**config.mk**
```make
export PLATFORM = sky130hd
export DESIGN_NAME = ula_seq
export DESIGN_NICKNAME = d
export VERILOG_FILES = /design/src/rtl/ula_pkg.sv /design/src/rtl/ula_seq.sv
export SDC_FILE = /design/constraint.sdc
export NUM_CORES = 1
export LEC_CHECK = 0
export ABC_AREA = 1
export CAP_MARGIN = 10
export CORE_MARGIN = 2
export CORE_UTILIZATION = 40
export DETAILED_ROUTE_END_ITERATION = 16
export PLACE_DENSITY = 0.78
export REMOVE_ABC_BUFFERS = 1
export SYNTH_ARGS = -nofsm -noshare
export SYNTH_HDL_FRONTEND = slang
export SYNTH_SLANG_ARGS = --single-unit
```
**constraint.sdc**
```tcl
create_clock -name clk -period 1.4 [get_ports clk]
set_input_delay 0.21 -clock clk [delete_from_list [all_inputs] [get_ports clk]]
set_output_delay 0.21 -clock clk [all_outputs]
set_load 0.02 [all_outputs]
```
**src/rtl/ula_pkg.sv**
```systemverilog
// Shared types and constants for the sequenced ALU front end.
// Holds the FSM state encoding, the default widths and the ALU select codes.
package ula_pkg;

  localparam int W  = 5;
  localparam int SW = 4;

  typedef enum logic [1:0] {
    IDLE = 2'd0,
    EXEC = 2'd1,
    RESP = 2'd2
  } state_t;

  localparam logic [3:0] ALU_ADD   = 4'b0000;
  localparam logic [3:0] ALU_SUB   = 4'b0001;
  localparam logic [3:0] ALU_AND   = 4'b0010;
  localparam logic [3:0] ALU_OR    = 4'b0011;
  localparam logic [3:0] ALU_XOR   = 4'b0100;
  localparam logic [3:0] ALU_PASSB = 4'b1111;

endpackage

```
**src/rtl/ula_seq.sv**
```systemverilog
// Accumulator sequencer driving an external ALU: accepts load/ALU commands,
// runs one EXEC cycle per ALU command and holds the result until consumed.
module ula_seq
  import ula_pkg::*;
#(
  parameter int W  = ula_pkg::W,
  parameter int SW = ula_pkg::SW
) (
  input  logic          clk,
  input  logic          rst,
  input  logic          cmd_valid,
  output logic          cmd_ready,
  input  logic [SW-1:0] cmd_op,
  input  logic [W-1:0]  cmd_b,
  input  logic          cmd_load,
  input  logic          cmd_wb,
  output logic [W-1:0]  alu_a,
  output logic [W-1:0]  alu_b,
  output logic [SW-1:0] alu_s,
  output logic          alu_r,
  input  logic [W-1:0]  alu_o,
  input  logic          alu_cout,
  input  logic          alu_zero,
  output logic          res_valid,
  input  logic          res_ready,
  output logic [W-1:0]  res_data,
  output logic          res_cout,
  output logic          res_zero,
  output logic [W-1:0]  acc
);

  state_t        state;
  state_t        state_nx;
  logic [SW-1:0] op_reg;
  logic [W-1:0]  b_reg;
  logic          wb_reg;
  logic          accept;

  assign accept = cmd_valid && (state == IDLE);

  // ALU operands come straight from registers so no cmd_* path reaches them
  assign alu_a = acc;
  assign alu_b = b_reg;
  assign alu_s = op_reg;

  // Next-state decode
  always_comb begin
    state_nx = state;
    case (state)
      IDLE: begin
        if (cmd_valid) begin
          state_nx = cmd_load ? RESP : EXEC;
        end else begin
          state_nx = IDLE;
        end
      end
      EXEC: state_nx = RESP;
      RESP: begin
        if (res_ready) begin
          state_nx = IDLE;
        end else begin
          state_nx = RESP;
        end
      end
      default: state_nx = IDLE;
    endcase
  end

  // State, datapath registers and registered handshake flags
  always_ff @(posedge clk) begin
    if (rst) begin
      state     <= IDLE;
      acc       <= '0;
      op_reg    <= '0;
      b_reg     <= '0;
      wb_reg    <= 1'b0;
      res_data  <= '0;
      res_cout  <= 1'b0;
      res_zero  <= 1'b0;
      alu_r     <= 1'b0;
      res_valid <= 1'b0;
      cmd_ready <= 1'b1;
    end else begin
      state     <= state_nx;
      alu_r     <= (state_nx == EXEC);
      res_valid <= (state_nx == RESP);
      cmd_ready <= (state_nx == IDLE);
      case (state)
        IDLE: begin
          if (accept) begin
            op_reg <= cmd_op;
            b_reg  <= cmd_b;
            wb_reg <= cmd_wb;
            if (cmd_load) begin
              acc      <= cmd_b;
              res_data <= cmd_b;
              res_cout <= 1'b0;
              res_zero <= (cmd_b == '0);
            end
          end
        end
        EXEC: begin
          // Flags are taken as reported by the ALU, never recomputed here
          res_data <= alu_o;
          res_cout <= alu_cout;
          res_zero <= alu_zero;
          if (wb_reg) begin
            acc <= alu_o;
          end
        end
        default: begin
        end
      endcase
    end
  end

endmodule

```
## Word level (Yosys, flattened, before mapping)

Index checks and enable logic that the tools add are counted.

- Reductions and logical operators: 8
- Eq/ne operators: 7
- Mux-type cells: 15

Operators by type and width:

| cell | count |
|---|---|
| one-hot mux 5 bit (2 select lines) | 2 |
| two-way mux 5 bit | 3 |
| two-way mux 2 bit | 3 |
| inequality test 2 bit, second input constant | 3 |
| one-hot mux 2 bit (3 select lines) | 1 |
| logical NOT 5 bit | 1 |
| equality test 2 x 1 -> 1 bit, second input constant | 2 |
| equality test 2 bit, second input constant | 2 |
| logical NOT 2 bit | 2 |
| two-way mux 1 bit | 4 |
| one-hot mux 1 bit (2 select lines) | 2 |
| AND reduction 4 bit | 1 |
| AND reduction 3 bit | 1 |
| AND reduction 2 bit | 1 |
| nonzero test 2 bit | 1 |
| logical AND 1 bit | 1 |

- Register bits after elaboration: 27
- Input port bits: 22

## Logic depth before layout (Yosys ltp)

Gate-level depths: netlist (run 1).

- Depth after elaboration: 4
- Depth in mapped cells: 8
- Depth with buffers taken out: 8

## Worst setup path before layout (run 1)

Ideal clock, no wire load.

- Path type: register to register
- Start point: register state[0]
- End point: register acc[0]
- Required time: 1.287 ns
- Cell stages (with the launch flop): 8
- Path buffers: 0
- Setup slack: 0.389 ns
- Arrival time: 0.898 ns
- Path through: dfxtp_1 -> inv_1 -> nor2_1 -> nand2_2 -> nand2_4 -> nand2_1 -> nand2_1 -> nor2_1

- Cells in the longest elaborated chain, start to end: 4
- Elaborated cells between the ends (all ways): 9

Ends and longest elaborated chain:

| element | line | text |
|---|---|---|
| start, declared | ula_seq.sv:32 | `state_t state;` |
| start signal, assigned | ula_seq.sv:84 | `state <= state_nx;` |
| logical NOT 2 bit | ula_seq.sv:39, ula_seq.sv:88 |  |
| logical AND 1 bit | ula_seq.sv:39 | `assign accept = cmd_valid && (state == IDLE);` |
| inequality test 2 bit (no source line) | - |  |
| AND reduction 4 bit (no source line) | - |  |
| end signal, assigned | ula_seq.sv:95 | `acc <= cmd_b;` |
| end signal, assigned | ula_seq.sv:108 | `acc <= alu_o;` |
| end, declared | ula_seq.sv:29 | `output logic [W-1:0] acc` |

Parallel ways exist; a longest one is shown, timed or not.
A chain may end at the register's enable or synchronous reset.

## Worst setup path after layout (run 1)

- Start point: register state[1]
- End point: register res_data[3]

- Cells in the longest elaborated chain, start to end: 4
- Elaborated cells between the ends (all ways): 8

Ends and longest elaborated chain:

| element | line | text |
|---|---|---|
| logical NOT 2 bit | ula_seq.sv:39, ula_seq.sv:88 |  |
| logical AND 1 bit | ula_seq.sv:39 |  |
| inequality test 2 bit (no source line) | - |  |
| AND reduction 3 bit (no source line) | - |  |
| end signal, assigned | ula_seq.sv:96 | `res_data <= cmd_b;` |
| end signal, assigned | ula_seq.sv:104 | `res_data <= alu_o;` |
| end, declared | ula_seq.sv:26 | `output logic [W-1:0] res_data,` |

Parallel ways exist; a longest one is shown, timed or not.

==> flow_summary.ini, run 1 <==
[grt]
grt_util_all_layers = 0.177
gr-usage-met2 = 0.304
grt_pass1_wl_microns = 4440
grtUsageMet1 = 0.217
busiest_layer = met2
antenna_found_initial = 0
first_global_vias = 1012
use_met3 = 0.0253
gr-total-overflow = 0
grt_start_max_net_pins = 22

[die]
die_height_microns = 56.6
fp-row-count = 19
fp.dieArea_sq_um = 3210
core_area_sq_um = 2690
ioPinCount = 51
die_width_microns = 56.6
initial_core_util = 0.413

[timing]
finalMaxSlewViolations = 0
fmax_mhz = 795
slew_headroom = 0.640
worst_pin_slew_ns = 0.539
tns_ns = 0
skew_ns = 0.00220
rsz0062_at_grt = false
hold_viol_final = 0
setup_viol = 0
min_period_ns = 1.26
period_share = 0.898

[placement]
placed_area_sq_um = 1610
dp.cells = 217
io_buffer_count = 50
hpwl_microns = 2010
place_congestion = 0.744

[route]
routed_wl_microns = 2590
drc_errors = 0
wl_per_cell_microns = 11.7
vias = 1051
viasPerCell = 4.76
drt_iter0_drc = 15
first_pass_iters = 4
drtAntennaViolNets = 0

[cells_and_area]
antenna_cells = 0
fillers = 266
layout_common_cells = dlygate4sd2_1 (29), dfxtp_1 (27), nor2_1 (26)
layout.nets = 213
final_common_cell = dlygate4sd2_1
drive_gt1_frac = 0.105
fin_cells = 221
ff_latch_area_sq_um = 541
syn_to_final_growth_pct = 44.6
multiInputGateArea_sq_um = 449
final_area_sq_um = 1600

[synth]
syn-cell-area_sq_um = 1110
synth_compound_area_frac = 0.165
synth_xor_area_frac = 0
synth_cell_types = 18
synth_adder_area_share = 0
synth_mux_area_frac = 0
synth_top_family_by_area = simple AND/OR/NAND/NOR gates
synth.avg_cell_area_sq_um = 7.75
yosysTopAreaCellShare = 0.488
synth_cells = 143
synthSimpleGateAreaFrac = 0.236
ys_seq_area_frac = 0.488
ys_warn_count = 0
yosysTopAreaCell = dfxtp_1
synth_area_leaders = dfxtp_1 (49%), nor2_1 (8.8%), nand2_1 (7.8%), o21ai_0 (6.8%), a21oi_1 (5.0%)
synth_seq_cells = 27

[worst_setup_path]
worstSetupEndpointType = register
worstPathArrival_ns = 1.49
cp_max_fo = 12
path_class = register to register
worst_setup_path_start_kind = register
crit_required_ns = 1.63

[pwr]
power_density_nw_per_um2 = 1010
peakVddDrop_mv = 0.600
leakage_nw = 0.795

[job]
cap_violations = 0

[clock_network]
hold_buffers = 0
h-tree-depth = 1
cts_num_sinks = 27
clock-root-buffer = clkbuf_4
numCtsBuffers = 3
cts_tree = yes
cts_max_path_buffers = 2
clk_latency_ns = 0.32
path_clk_slew_ns = 0.14

[status]
status = complete, no violations

[worst_hold_path]
hp-class = input pin to register
stage by stage:
stage,util,setup WS [ns],total power [mW],hold WS (ns)
after floorplan,-,0.272,1.10,0.272
after global placement,0.599,0.0203,1.34,0.447
after detailed placement,0.599,-0.0616,1.35,0.460
after CTS,0.595,0.0762,1.63,0.439
after global routing,0.597,0.0341,1.71,0.468
final,0.597,0.143,1.62,0.444
report_power, final:
| part | switching, mW | total, mW | internal [mW] |
|---|---|---|---|
| Sequential | 0.0334 | 0.866 | 0.832 |
| Clock | 0.225 | 0.337 | 0.112 |
| Combinational | 0.236 | 0.419 | 0.183 |
| Total | 0.495 | 1.62 | 1.13 |
cell type report:
cell class	count	area share
Tap cell	31	0.0242
Timing Repair Buffer	53	0.311
Clock buffer	4	0.0164
Multi-Input combinational cell	93	0.280
Sequential cell	27	0.337
Inverter	13	0.0304
path summary, 6_finish.rpt:
check                 from           to  slack [ns]  cells after the start
setup reg to reg  state[1]  res_data[3]        0.14                      6
hold reg to reg   res_cout     res_cout        0.47                      2
setup / recovery  state[1]  res_data[3]        0.14                      6
hold / removal    alu_cout     res_cout        0.44                      3
critical path: stages (launching register included):
cell     delay, ns
dfxtp_1       0.43
inv_1         0.10
nand2_4       0.15
nand2_2       0.11
buf_12        0.15
o21ai_0       0.16
a21oi_1       0.06
synthesized netlist by cell type:
library cell	count
dfxtp_1	27
nor2_1	26
nand2_1	23
o21ai_0	15
inv_1	12
a21oi_1	11
buf_4	6
o21ai_2	5
nand2_2	4
nand3_1	3
buf_6	2
clkbuf_1	2
nor2_2	2
a21oi_2	1
inv_2	1
nand2_4	1
nand3b_1	1
or2_0	1
cell families (layout without fill, tap and decap cells):
family | count (synthesis) | in the layout
flops | 27 | 27
buf+inv | 23 | 70
compound gates | 32 | 32
simple gates | 61 | 61
layer usage:
layer  up-vias  part of all wire
li1        537                 -
met4         0             0.014
met1       487              0.43
met5         -                 0
met3         4             0.042
met2        23              0.52
what timing repair did:
| action | in CTS | in global routing |
|---|---|---|
| pin swaps | 0 | 0 |
| gates resized for setup | 29 | 1 |
| hold endpoints to repair | 0 | 0 |
| setup endpoints to repair | 29 | 3 |
| setup buffers | 0 | 0 |
(Power assumes the default switching activity.)
==> inputs of run 2 (changes only) <==
Settings changed: PLACE_DENSITY 0.78 to not set, PLACE_DENSITY_LB_ADDON set to 0.25.
==> run 2 against run 1 <==
  * Via count is essentially flat
  * Die area unchanged
  * Count of clock-buffer cells in the layout decreased by 1
  * Power decreased by 0.84%
  * Largest power group unchanged
  * Clock power decreased by 3%
==> flow_summary.ini, run 2 (synthesis gave the netlist of run 1 again) <==
[status]
status = complete, no violations

[timing]
hold_viol_final = 0
skew_ns = 0.00794
setup_viol = 0
slew_headroom = 0.630
finalMaxSlewViolations = 0
rsz0062_at_grt = false
min_period_ns = 1.26
fmax_mhz = 795
period_share = 0.899
setup_slack_ns = 0.142
worst_pin_slew_ns = 0.554

[worst_setup_path]
worstSetupEndpointType = primary output
path_class = register to primary output
worst_setup_path_start_kind = register
crit_required_ns = 1.19
worst-path-buf-inv = 1
reg2reg_depth = 7
cp_slowest_cell = dfxtp_1
cp_max_fo = 3
cp.depth = 1
worstPathArrival_ns = 1.05
cp_cell_sequence = dlygate4sd2_1
cpLargestDelayFamily = flip-flops
slowest_delay_ns = 0.38

[route]
viasPerCell = 4.73
wl_per_cell_microns = 11.0
drc_errors = 0
vias = 1050
first_pass_iters = 4
routed_wl_microns = 2450
drtAntennaViolNets = 0
drt_iter0_drc = 25

[die]
die_height_microns = 56.6
fp-row-count = 19
die_width_microns = 56.6
initial_core_util = 0.413
ioPinCount = 51
core_area_sq_um = 2690
fp.dieArea_sq_um = 3210

[pwr]
leakage_nw = 0.799
swShare = 0.302
clock_power_share = 0.203
peakVddDrop_mv = 0.824
p_sw_uw = 485
seqPwrFrac = 0.538
power_density_nw_per_um2 = 1000
p_int_mw = 1.12
combPwrFrac = 0.260

[job]
cap_violations = 0

[clock_network]
cts_num_sinks = 27
numCtsBuffers = 3
path_clk_slew_ns = 0.14
hold_buffers = 0
cts_max_path_buffers = 2
cts_tree = yes
clk_latency_ns = 0.32
clock-root-buffer = clkbuf_4
cts_setup_buffers = 0
h-tree-depth = 1

[worst_hold_path]
hp-class = input pin to register
hold_depth = 3

[placement]
place_congestion = 0.753
placed_area_sq_um = 1620
hpwl_microns = 1890
io_buffer_count = 50
pre_cts_slack_ns = -0.0537

[cells_and_area]
layout_common_cells = dlygate4sd2_1 (29), dfxtp_1 (27), nor2_1 (26)
layout.nets = 214
drive_gt1_frac = 0.115
syn_to_final_growth_pct = 44.9
final_area_sq_um = 1610
antenna_cells = 0
final_common_cell = dlygate4sd2_1

[grt]
first_global_vias = 995
grt_pass1_wl_microns = 4280
antenna_found_initial = 0
gr-total-overflow = 0
grt_start_max_net_pins = 22
grt_util_all_layers = 0.167
==> run 2: changes by cell type in the layout (fill, tap and decap cells not counted), sizes merged <==
cell | previous run | this run
clkinv | 0 | 1
buf | 3 | 4
clkbuf | 4 | 3
==> run 2: repair_timing <==
item | 4_1_cts | 5_1_grt
endpoints found under the setup margin | 29 | 0
hold endpoints to repair | 0 | 0
gates resized for setup | 29 | 0
==> run 2: metrics by stage <==
| step | util | instances | setup TNS [ns] | total power, mW | hold WS (ns) |
|---|---|---|---|---|---|
| after floorplan | - | 133 | 0 | 1.10 | 0.272 |
| after global placement | 0.601 | 218 | 0 | 1.34 | 0.447 |
| after detailed placement | 0.601 | 218 | -0.485 | 1.35 | 0.462 |
| after CTS | 0.598 | 222 | 0 | 1.62 | 0.435 |
| after global routing | 0.598 | 222 | 0 | 1.70 | 0.461 |
| final | 0.598 | 222 | 0 | 1.61 | 0.440 |
==> run 2: power by group through the flow <==
stage	clock network, mW	logic [mW]	registers (mW)
2_1_floorplan	0	0.132	0.968
3_3_place_gp	0	0.460	0.882
3_5_place_dp	0	0.468	0.883
4_1_cts	0.338	0.421	0.865
5_1_grt	0.372	0.458	0.873
6_report	0.326	0.417	0.864
==> run 2: cell type report <==
cell class / count / area [sq um]
multi-input cells: 93 / 444
clock buffers: 3 / 22.5
well taps: 31 / 38.8
inverters: 13 / 48.8
fillers: 272 / 1080
repair buffers: 54 / 507
flip-flops and latches: 27 / 541
clock inverters: 1 / 5.00
==> run 2: path summary, 6_finish.rpt <==
check | slack [ns] | endpoint | from
hold / removal | 0.44 | res_cout | alu_cout
setup reg to reg | 0.19 | acc[2] | state[0]
setup / recovery | 0.14 | acc[2] | acc[2]
hold reg to reg | 0.47 | res_cout | res_cout
==> run 2: metal layers <==
metal  GRT usage  wire length, microns  part of all wire  vias up
met4      0.0408                     0                 0        0
met2       0.292                  1190              0.49       32
met1       0.202                  1100              0.45      478
li1            -                     -                 -      540
met3      0.0438                   162             0.066        0
met5           0                     0                 0        -
